### config.mk
export PLATFORM = sky130hd
export DESIGN_NAME = wb_io_bridge
export DESIGN_NICKNAME = d
export VERILOG_FILES = /design/src/rtl/wb_io_bridge_pkg.sv /design/src/rtl/wb_io_bridge_edge.sv /design/src/rtl/wb_io_bridge.sv
export SDC_FILE = /design/constraint.sdc
export NUM_CORES = 1
export LEC_CHECK = 0
export CORE_UTILIZATION = 30
export CTS_CLUSTER_DIAMETER = 200
export DETAILED_ROUTE_END_ITERATION = 7
export SLEW_MARGIN = 20
export SYNTH_ARGS = -nofsm -noshare
export SYNTH_HDL_FRONTEND = slang
export SYNTH_SLANG_ARGS = --single-unit
### constraint.sdc
create_clock -name wb_clk_i -period 7.1 [get_ports wb_clk_i]
set_input_delay 2.13 -clock wb_clk_i [delete_from_list [all_inputs] [get_ports wb_clk_i]]
set_output_delay 2.13 -clock wb_clk_i [all_outputs]
set_load 0.005 [all_outputs]
### src/rtl/wb_io_bridge_pkg.sv
// Shared definitions for the Wishbone IO bridge: register offsets,
// MODE bit layout, address window mask and byte-lane helpers.
package wb_io_bridge_pkg;

   localparam logic [7:0] REG_OUT      = 8'h00;
   localparam logic [7:0] REG_OEB      = 8'h04;
   localparam logic [7:0] REG_IN       = 8'h08;
   localparam logic [7:0] REG_IRQ_EN   = 8'h0C;
   localparam logic [7:0] REG_STATUS   = 8'h10;
   localparam logic [7:0] REG_EDGE_SEL = 8'h14;
   localparam logic [7:0] REG_MODE     = 8'h18;

   localparam int MODE_LA_BIT = 0;

   // Upper 24 address bits select the 256-byte window
   localparam logic [31:0] WIN_MASK = 32'hFFFF_FF00;

   // Expand the four byte selects into a 32-bit bit mask
   function automatic logic [31:0] byte_mask(input logic [3:0] sel);
      return {{8{sel[3]}}, {8{sel[2]}}, {8{sel[1]}}, {8{sel[0]}}};
   endfunction

   // Replace only the selected byte lanes of old_val with new_val
   function automatic logic [31:0] merge_bytes(input logic [31:0] old_val,
                                               input logic [31:0] new_val,
                                               input logic [3:0]  sel);
      logic [31:0] m;
      m = byte_mask(sel);
      return (old_val & ~m) | (new_val & m);
   endfunction

endpackage

### src/rtl/wb_io_bridge_edge.sv
// Per-channel input conditioning: two-flop synchroniser, one history
// flop, and the rising/falling edge comparison selected per channel.
module io_edge_detect #(
   parameter int NCH = 16
) (
   input  logic           clk,
   input  logic           rst,
   input  logic [NCH-1:0] pin,
   input  logic [NCH-1:0] edge_sel,
   output logic [NCH-1:0] sync,
   output logic [NCH-1:0] edge_pulse
);

   logic [NCH-1:0] meta_r;
   logic [NCH-1:0] sync_r;
   logic [NCH-1:0] hist_r;

   // Synchronise asynchronous pad inputs and keep one cycle of history
   always_ff @(posedge clk or posedge rst) begin
      if (rst) begin
         meta_r <= {NCH{1'b0}};
         sync_r <= {NCH{1'b0}};
         hist_r <= {NCH{1'b0}};
      end else begin
         meta_r <= pin;
         sync_r <= meta_r;
         hist_r <= sync_r;
      end
   end

   assign sync = sync_r;
   // A change whose new level differs from edge_sel: rising when sel=0, falling when sel=1.
   // edge_sel is not part of the history, so reprogramming it never fakes an edge.
   assign edge_pulse = (sync_r ^ hist_r) & (sync_r ^ edge_sel);

endmodule

### src/rtl/wb_io_bridge.sv
// Wishbone-controlled IO bridge: programmable pad outputs/enables,
// synchronised inputs with edge interrupts, and per-channel LA override.
module wb_io_bridge
   import wb_io_bridge_pkg::*;
#(
   parameter int          NCH       = 16,
   parameter int          IRQ_LINES = 3,
   parameter logic [31:0] BASE_ADDR = 32'h3000_0000
) (
   input  logic                 wb_clk_i,
   input  logic                 wb_rst_i,
   input  logic                 wbs_cyc_i,
   input  logic                 wbs_stb_i,
   input  logic                 wbs_we_i,
   input  logic [3:0]           wbs_sel_i,
   input  logic [31:0]          wbs_adr_i,
   input  logic [31:0]          wbs_dat_i,
   output logic [31:0]          wbs_dat_o,
   output logic                 wbs_ack_o,
   input  logic [NCH-1:0]       io_in,
   output logic [NCH-1:0]       io_out,
   output logic [NCH-1:0]       io_oeb,
   input  logic [2*NCH-1:0]     la_data_in,
   input  logic [NCH-1:0]       la_oenb,
   output logic [NCH-1:0]       la_data_out,
   output logic [IRQ_LINES-1:0] user_irq
);

   logic [NCH-1:0]       out_r, oeb_r, irq_en_r, status_r, edge_sel_r;
   logic                 mode_r;
   logic                 ack_r;
   logic [31:0]          dat_r;
   logic [IRQ_LINES-1:0] irq_r;

   logic [NCH-1:0]       sync_s, edge_s, clr_s;
   logic                 hit_s, wr_s;
   logic [7:0]           off_s;
   logic [31:0]          out_p_s, oeb_p_s, en_p_s, st_p_s, es_p_s, in_p_s, mode_p_s;
   logic [31:0]          out_m_s, oeb_m_s, en_m_s, es_m_s, mode_m_s, clr_m_s;
   logic [31:0]          rdata_s;
   logic [IRQ_LINES-1:0] irq_s;
   logic                 unused_bits_s;

   io_edge_detect #(.NCH(NCH)) u_edge (
      .clk        (wb_clk_i),
      .rst        (wb_rst_i),
      .pin        (io_in),
      .edge_sel   (edge_sel_r),
      .sync       (sync_s),
      .edge_pulse (edge_s)
   );

   // The !ack term forces a dead cycle between back-to-back transfers
   assign hit_s = wbs_cyc_i & wbs_stb_i & ~ack_r &
                  ((wbs_adr_i & WIN_MASK) == (BASE_ADDR & WIN_MASK));
   assign wr_s  = hit_s & wbs_we_i;
   assign off_s = wbs_adr_i[7:0];

   // Zero-extend registers to bus width and form byte-merged write values
   always_comb begin
      out_p_s  = 32'h0;
      oeb_p_s  = 32'h0;
      en_p_s   = 32'h0;
      st_p_s   = 32'h0;
      es_p_s   = 32'h0;
      in_p_s   = 32'h0;
      mode_p_s = 32'h0;
      out_p_s[NCH-1:0]      = out_r;
      oeb_p_s[NCH-1:0]      = oeb_r;
      en_p_s[NCH-1:0]       = irq_en_r;
      st_p_s[NCH-1:0]       = status_r;
      es_p_s[NCH-1:0]       = edge_sel_r;
      in_p_s[NCH-1:0]       = sync_s;
      mode_p_s[MODE_LA_BIT] = mode_r;
      out_m_s  = merge_bytes(out_p_s, wbs_dat_i, wbs_sel_i);
      oeb_m_s  = merge_bytes(oeb_p_s, wbs_dat_i, wbs_sel_i);
      en_m_s   = merge_bytes(en_p_s, wbs_dat_i, wbs_sel_i);
      es_m_s   = merge_bytes(es_p_s, wbs_dat_i, wbs_sel_i);
      mode_m_s = merge_bytes(mode_p_s, wbs_dat_i, wbs_sel_i);
      if (wr_s && (off_s == REG_STATUS)) begin
         clr_m_s = wbs_dat_i & byte_mask(wbs_sel_i);
      end else begin
         clr_m_s = 32'h0;
      end
      clr_s = clr_m_s[NCH-1:0];
   end

   // Bits above NCH are discarded on write
   assign unused_bits_s = ^{out_m_s, oeb_m_s, en_m_s, es_m_s, mode_m_s, clr_m_s};

   // Read data selection by word offset
   always_comb begin
      case (off_s)
         REG_OUT:      rdata_s = out_p_s;
         REG_OEB:      rdata_s = oeb_p_s;
         REG_IN:       rdata_s = in_p_s;
         REG_IRQ_EN:   rdata_s = en_p_s;
         REG_STATUS:   rdata_s = st_p_s;
         REG_EDGE_SEL: rdata_s = es_p_s;
         REG_MODE:     rdata_s = mode_p_s;
         default:      rdata_s = 32'h0;
      endcase
   end

   // Control registers; STATUS sets on edges, with set taking priority over W1C
   always_ff @(posedge wb_clk_i or posedge wb_rst_i) begin
      if (wb_rst_i) begin
         out_r      <= {NCH{1'b0}};
         oeb_r      <= {NCH{1'b1}};
         irq_en_r   <= {NCH{1'b0}};
         status_r   <= {NCH{1'b0}};
         edge_sel_r <= {NCH{1'b0}};
         mode_r     <= 1'b0;
      end else begin
         if (wr_s) begin
            case (off_s)
               REG_OUT:      out_r      <= out_m_s[NCH-1:0];
               REG_OEB:      oeb_r      <= oeb_m_s[NCH-1:0];
               REG_IRQ_EN:   irq_en_r   <= en_m_s[NCH-1:0];
               REG_EDGE_SEL: edge_sel_r <= es_m_s[NCH-1:0];
               REG_MODE:     mode_r     <= mode_m_s[MODE_LA_BIT];
               default:      mode_r     <= mode_r;
            endcase
         end
         status_r <= (status_r & ~clr_s) | edge_s;
      end
   end

   // Single-cycle ack with registered read data, zero outside ack
   always_ff @(posedge wb_clk_i or posedge wb_rst_i) begin
      if (wb_rst_i) begin
         ack_r <= 1'b0;
         dat_r <= 32'h0;
      end else if (hit_s) begin
         ack_r <= 1'b1;
         dat_r <= rdata_s;
      end else begin
         ack_r <= 1'b0;
         dat_r <= 32'h0;
      end
   end

   // Fold enabled status bits onto interrupt lines by channel index modulo IRQ_LINES
   always_comb begin
      irq_s = {IRQ_LINES{1'b0}};
      for (int i = 0; i < NCH; i++) begin
         irq_s[i % IRQ_LINES] = irq_s[i % IRQ_LINES] | (status_r[i] & irq_en_r[i]);
      end
   end

   // Register the interrupt lines
   always_ff @(posedge wb_clk_i or posedge wb_rst_i) begin
      if (wb_rst_i) begin
         irq_r <= {IRQ_LINES{1'b0}};
      end else begin
         irq_r <= irq_s;
      end
   end

   // Pad mux: LA takes a channel when override mode is on and its oenb is low
   always_comb begin
      io_out = out_r;
      io_oeb = oeb_r;
      for (int i = 0; i < NCH; i++) begin
         if (mode_r && !la_oenb[i]) begin
            io_out[i] = la_data_in[i];
            io_oeb[i] = la_data_in[NCH+i];
         end else begin
            io_out[i] = out_r[i];
            io_oeb[i] = oeb_r[i];
         end
      end
   end

   assign la_data_out = sync_s;
   assign wbs_dat_o   = dat_r;
   assign wbs_ack_o   = ack_r;
   assign user_irq    = irq_r;

endmodule

==> impl_metrics.json <==
{
  "overflow": 0,
  "rsz0062_at_grt": "false",
  "diodes": 0,
  "initial_core_util_pct": 30.9,
  "relSlewSlack_pct": 37.8,
  "cts_sinks": 149,
  "nets": 838,
  "cts_buffer_depth": 2,
  "synth_mux_area_share_pct": 16.4,
  "vdd_drop_max_uv": 146,
  "wl_um": 20700,
  "path_class": "input port to output port",
  "critPathMaxFanout": 2,
  "status": "complete, no violations",
  "finalHoldViolations": 0,
  "p_leak_nw": 3.86,
  "syn_to_final_growth_pct": 39.9,
  "dp_hpwl_um": 14300,
  "grt_pass1_wl_um": 32000,
  "avgSynthCellArea_um2": 13.4,
  "ctsResizeCount": 0,
  "synthAdderAreaFrac_pct": 0,
  "vias_per_cell": 5.23,
  "synth_seq_cells": 149,
  "syn_inst": 511,
  "track_usage_pct": 18.2,
  "core_area_um2": 22100,
  "seq_area_frac_synth_pct": 54.9,
  "die_h_um": 153,
  "critPathLaunchType": "input port",
  "tritoncts": "built",
  "synth-simple-area-share_pct": 15.5,
  "arrival_ns": 3.53,
  "insertion_delay_ns": 0.42,
  "synth_most_common_cell": "dfrtp_1",
  "h-tree-depth": 4,
  "setup_viol": 0,
  "die_x_um": 153,
  "ant_nets": 0,
  "clock-root-buffer": "clkbuf_16",
  "io-pin-count": 221,
  "grt_max_degree": 111,
  "multiInputGateArea_um2": 2930,
  "tns_ns": 0,
  "synth_area_leaders": "dfrtp_1 49%, mux2_2 16%, dfstp_2 6.2%",
  "finalWeightedCongestion": 0.834,
  "synth_warnings": 0,
  "synth_top_family_by_area": "multiplexers",
  "postCtsSetupRepairBufs": 0,
  "period_minus_slack_ns": 5.66,
  "fmax_ghz": 0.177,
  "antenna_found_initial": 0,
  "period_share_pct": 79.7,
  "rows": 54,
  "fin_skew_ns": 0.00736,
  "synth-edff-count": 0,
  "drc": 0,
  "drt-initial-drc-count": 402,
  "post_drt_wl_per_cell_um": 20.8,
  "grt_pass1_vias": 5571,
  "synth-xor-area-share_pct": 0,
  "worstMarginPinSlew_ns": 0.925,
  "synth_area_leader_cell": "dfrtp_1",
  "synth_common_cells": "133 x dfrtp_1, 97 x mux2_2, 32 x nand3_1",
  "drive_gt1_share_pct": 25.6,
  "cp-end-kind": "output port",
  "die-area_um2": 23400,
  "port_buffers": 186,
  "numCtsBuffers": 17,
  "synth_ff_type": "dfrtp_1",
  "synthDistinctLibCells": 46,
  "whs_ns": 0.341,
  "seqCellArea_um2": 3750,
  "dr.pass1.iters": 8,
  "async_flop_share_pct": 100,
  "num_vias": 5201,
  "power.total_mw": 1.94,
  "powerDensity_nw_per_um2": 203,
  "fillers": 2037,
  "clk_pin_slew_ns": 0.06,
  "synthDominantCellAreaShare_pct": 48.7,
  "syn_area_um2": 6830,
  "drv_slew": 0,
  "hold_class": "flip-flop to flip-flop",
  "drv_cap": 0,
  "cts.hold.buffers_added": 0,
  "synth-compound-area-share_pct": 9.84,
  "required_ns": 4.97
}
cells in the final DEF (no fill, tap or decap), drive strengths merged, types with 6 or more instances in the layout:
master         count
a222oi            14
nor2               6
nand3             33
nand2             19
a21oi             12
mux2              97
clkdlybuf4s50    186
clkbuf            24
or3b              14
o31ai             16
nand3b            14
nor4              13
dfrtp            133
nor2b             15
a22o              12
a22oi             22
conb              16
buf                6
dfstp             16
and2               6
layer usage:
metal  vias to the layer above  global-route usage [%]  part of all wire (%)
li1                       2301                       -                     -
met1                      2640                    23.6                    43
met2                       247                    29.9                    49
met3                        13                    4.71                   6.5
met4                         0                    4.91                  0.96
met5                         -                       0                     0
per-stage QoR:
| stage | instance area, um2 | instances | setup WS, ns | util [%] |
|---|---|---|---|---|
| after global placement | 8930 | 962 | 1.41 | 40.4 |
| after CTS | 9550 | 994 | 1.40 | 43.2 |
| after floorplan | 6890 | 526 | 0.988 | - |
| final | 9560 | 994 | 1.44 | 43.3 |
| after global routing | 9560 | 994 | 1.33 | 43.3 |
| after detailed placement | 8940 | 962 | 1.42 | 40.5 |
layout make-up:
type / instances / area share [%]
clock inverters: 8 / 1.57
well taps: 280 / 3.67
multi-input cells: 340 / 30.6
inverters: 1 / 0.118
flip-flops and latches: 149 / 39.2
repair buffers: 192 / 20.0
clock buffers: 24 / 4.83
worst paths after layout:
check                            startpoint                         end  slack [ns]  depth (start not counted)
max                              la_oenb[8]                   io_oeb[8]        1.44                          4
min                        u_edge.meta_r[1]              u_edge.sync[1]        0.34                          0
max reg2reg                       wbs_ack_o                wbs_dat_o[6]        4.11                          4
min reg2reg                u_edge.meta_r[1]              u_edge.sync[1]        0.34                          0
max in group asynchronous          wb_rst_i  asynchronous set/reset pin        3.83                          3
min in group asynchronous          wb_rst_i           u_edge.meta_r[13]        2.25                          2
critical path, cell delays in order:
cell and delay, ns:
clkdlybuf4s50_1 0.40, nor2b_1 0.18, mux2_2 0.36, clkdlybuf4s50_1 0.47
where the power goes:
group	switching (mW)	internal (mW)	total [mW]
combinational	0.0552	0.0763	0.132
sequential	0.00998	0.864	0.874
clock	0.334	0.598	0.932
total	0.399	1.54	1.94
cells by family after synthesis:
logic type	after synthesis
flops	149
simple gates	137
mux	100
compound gates	87
buf+inv	37
other cells	1
Note: power is estimated with default switching activity, not from simulation.
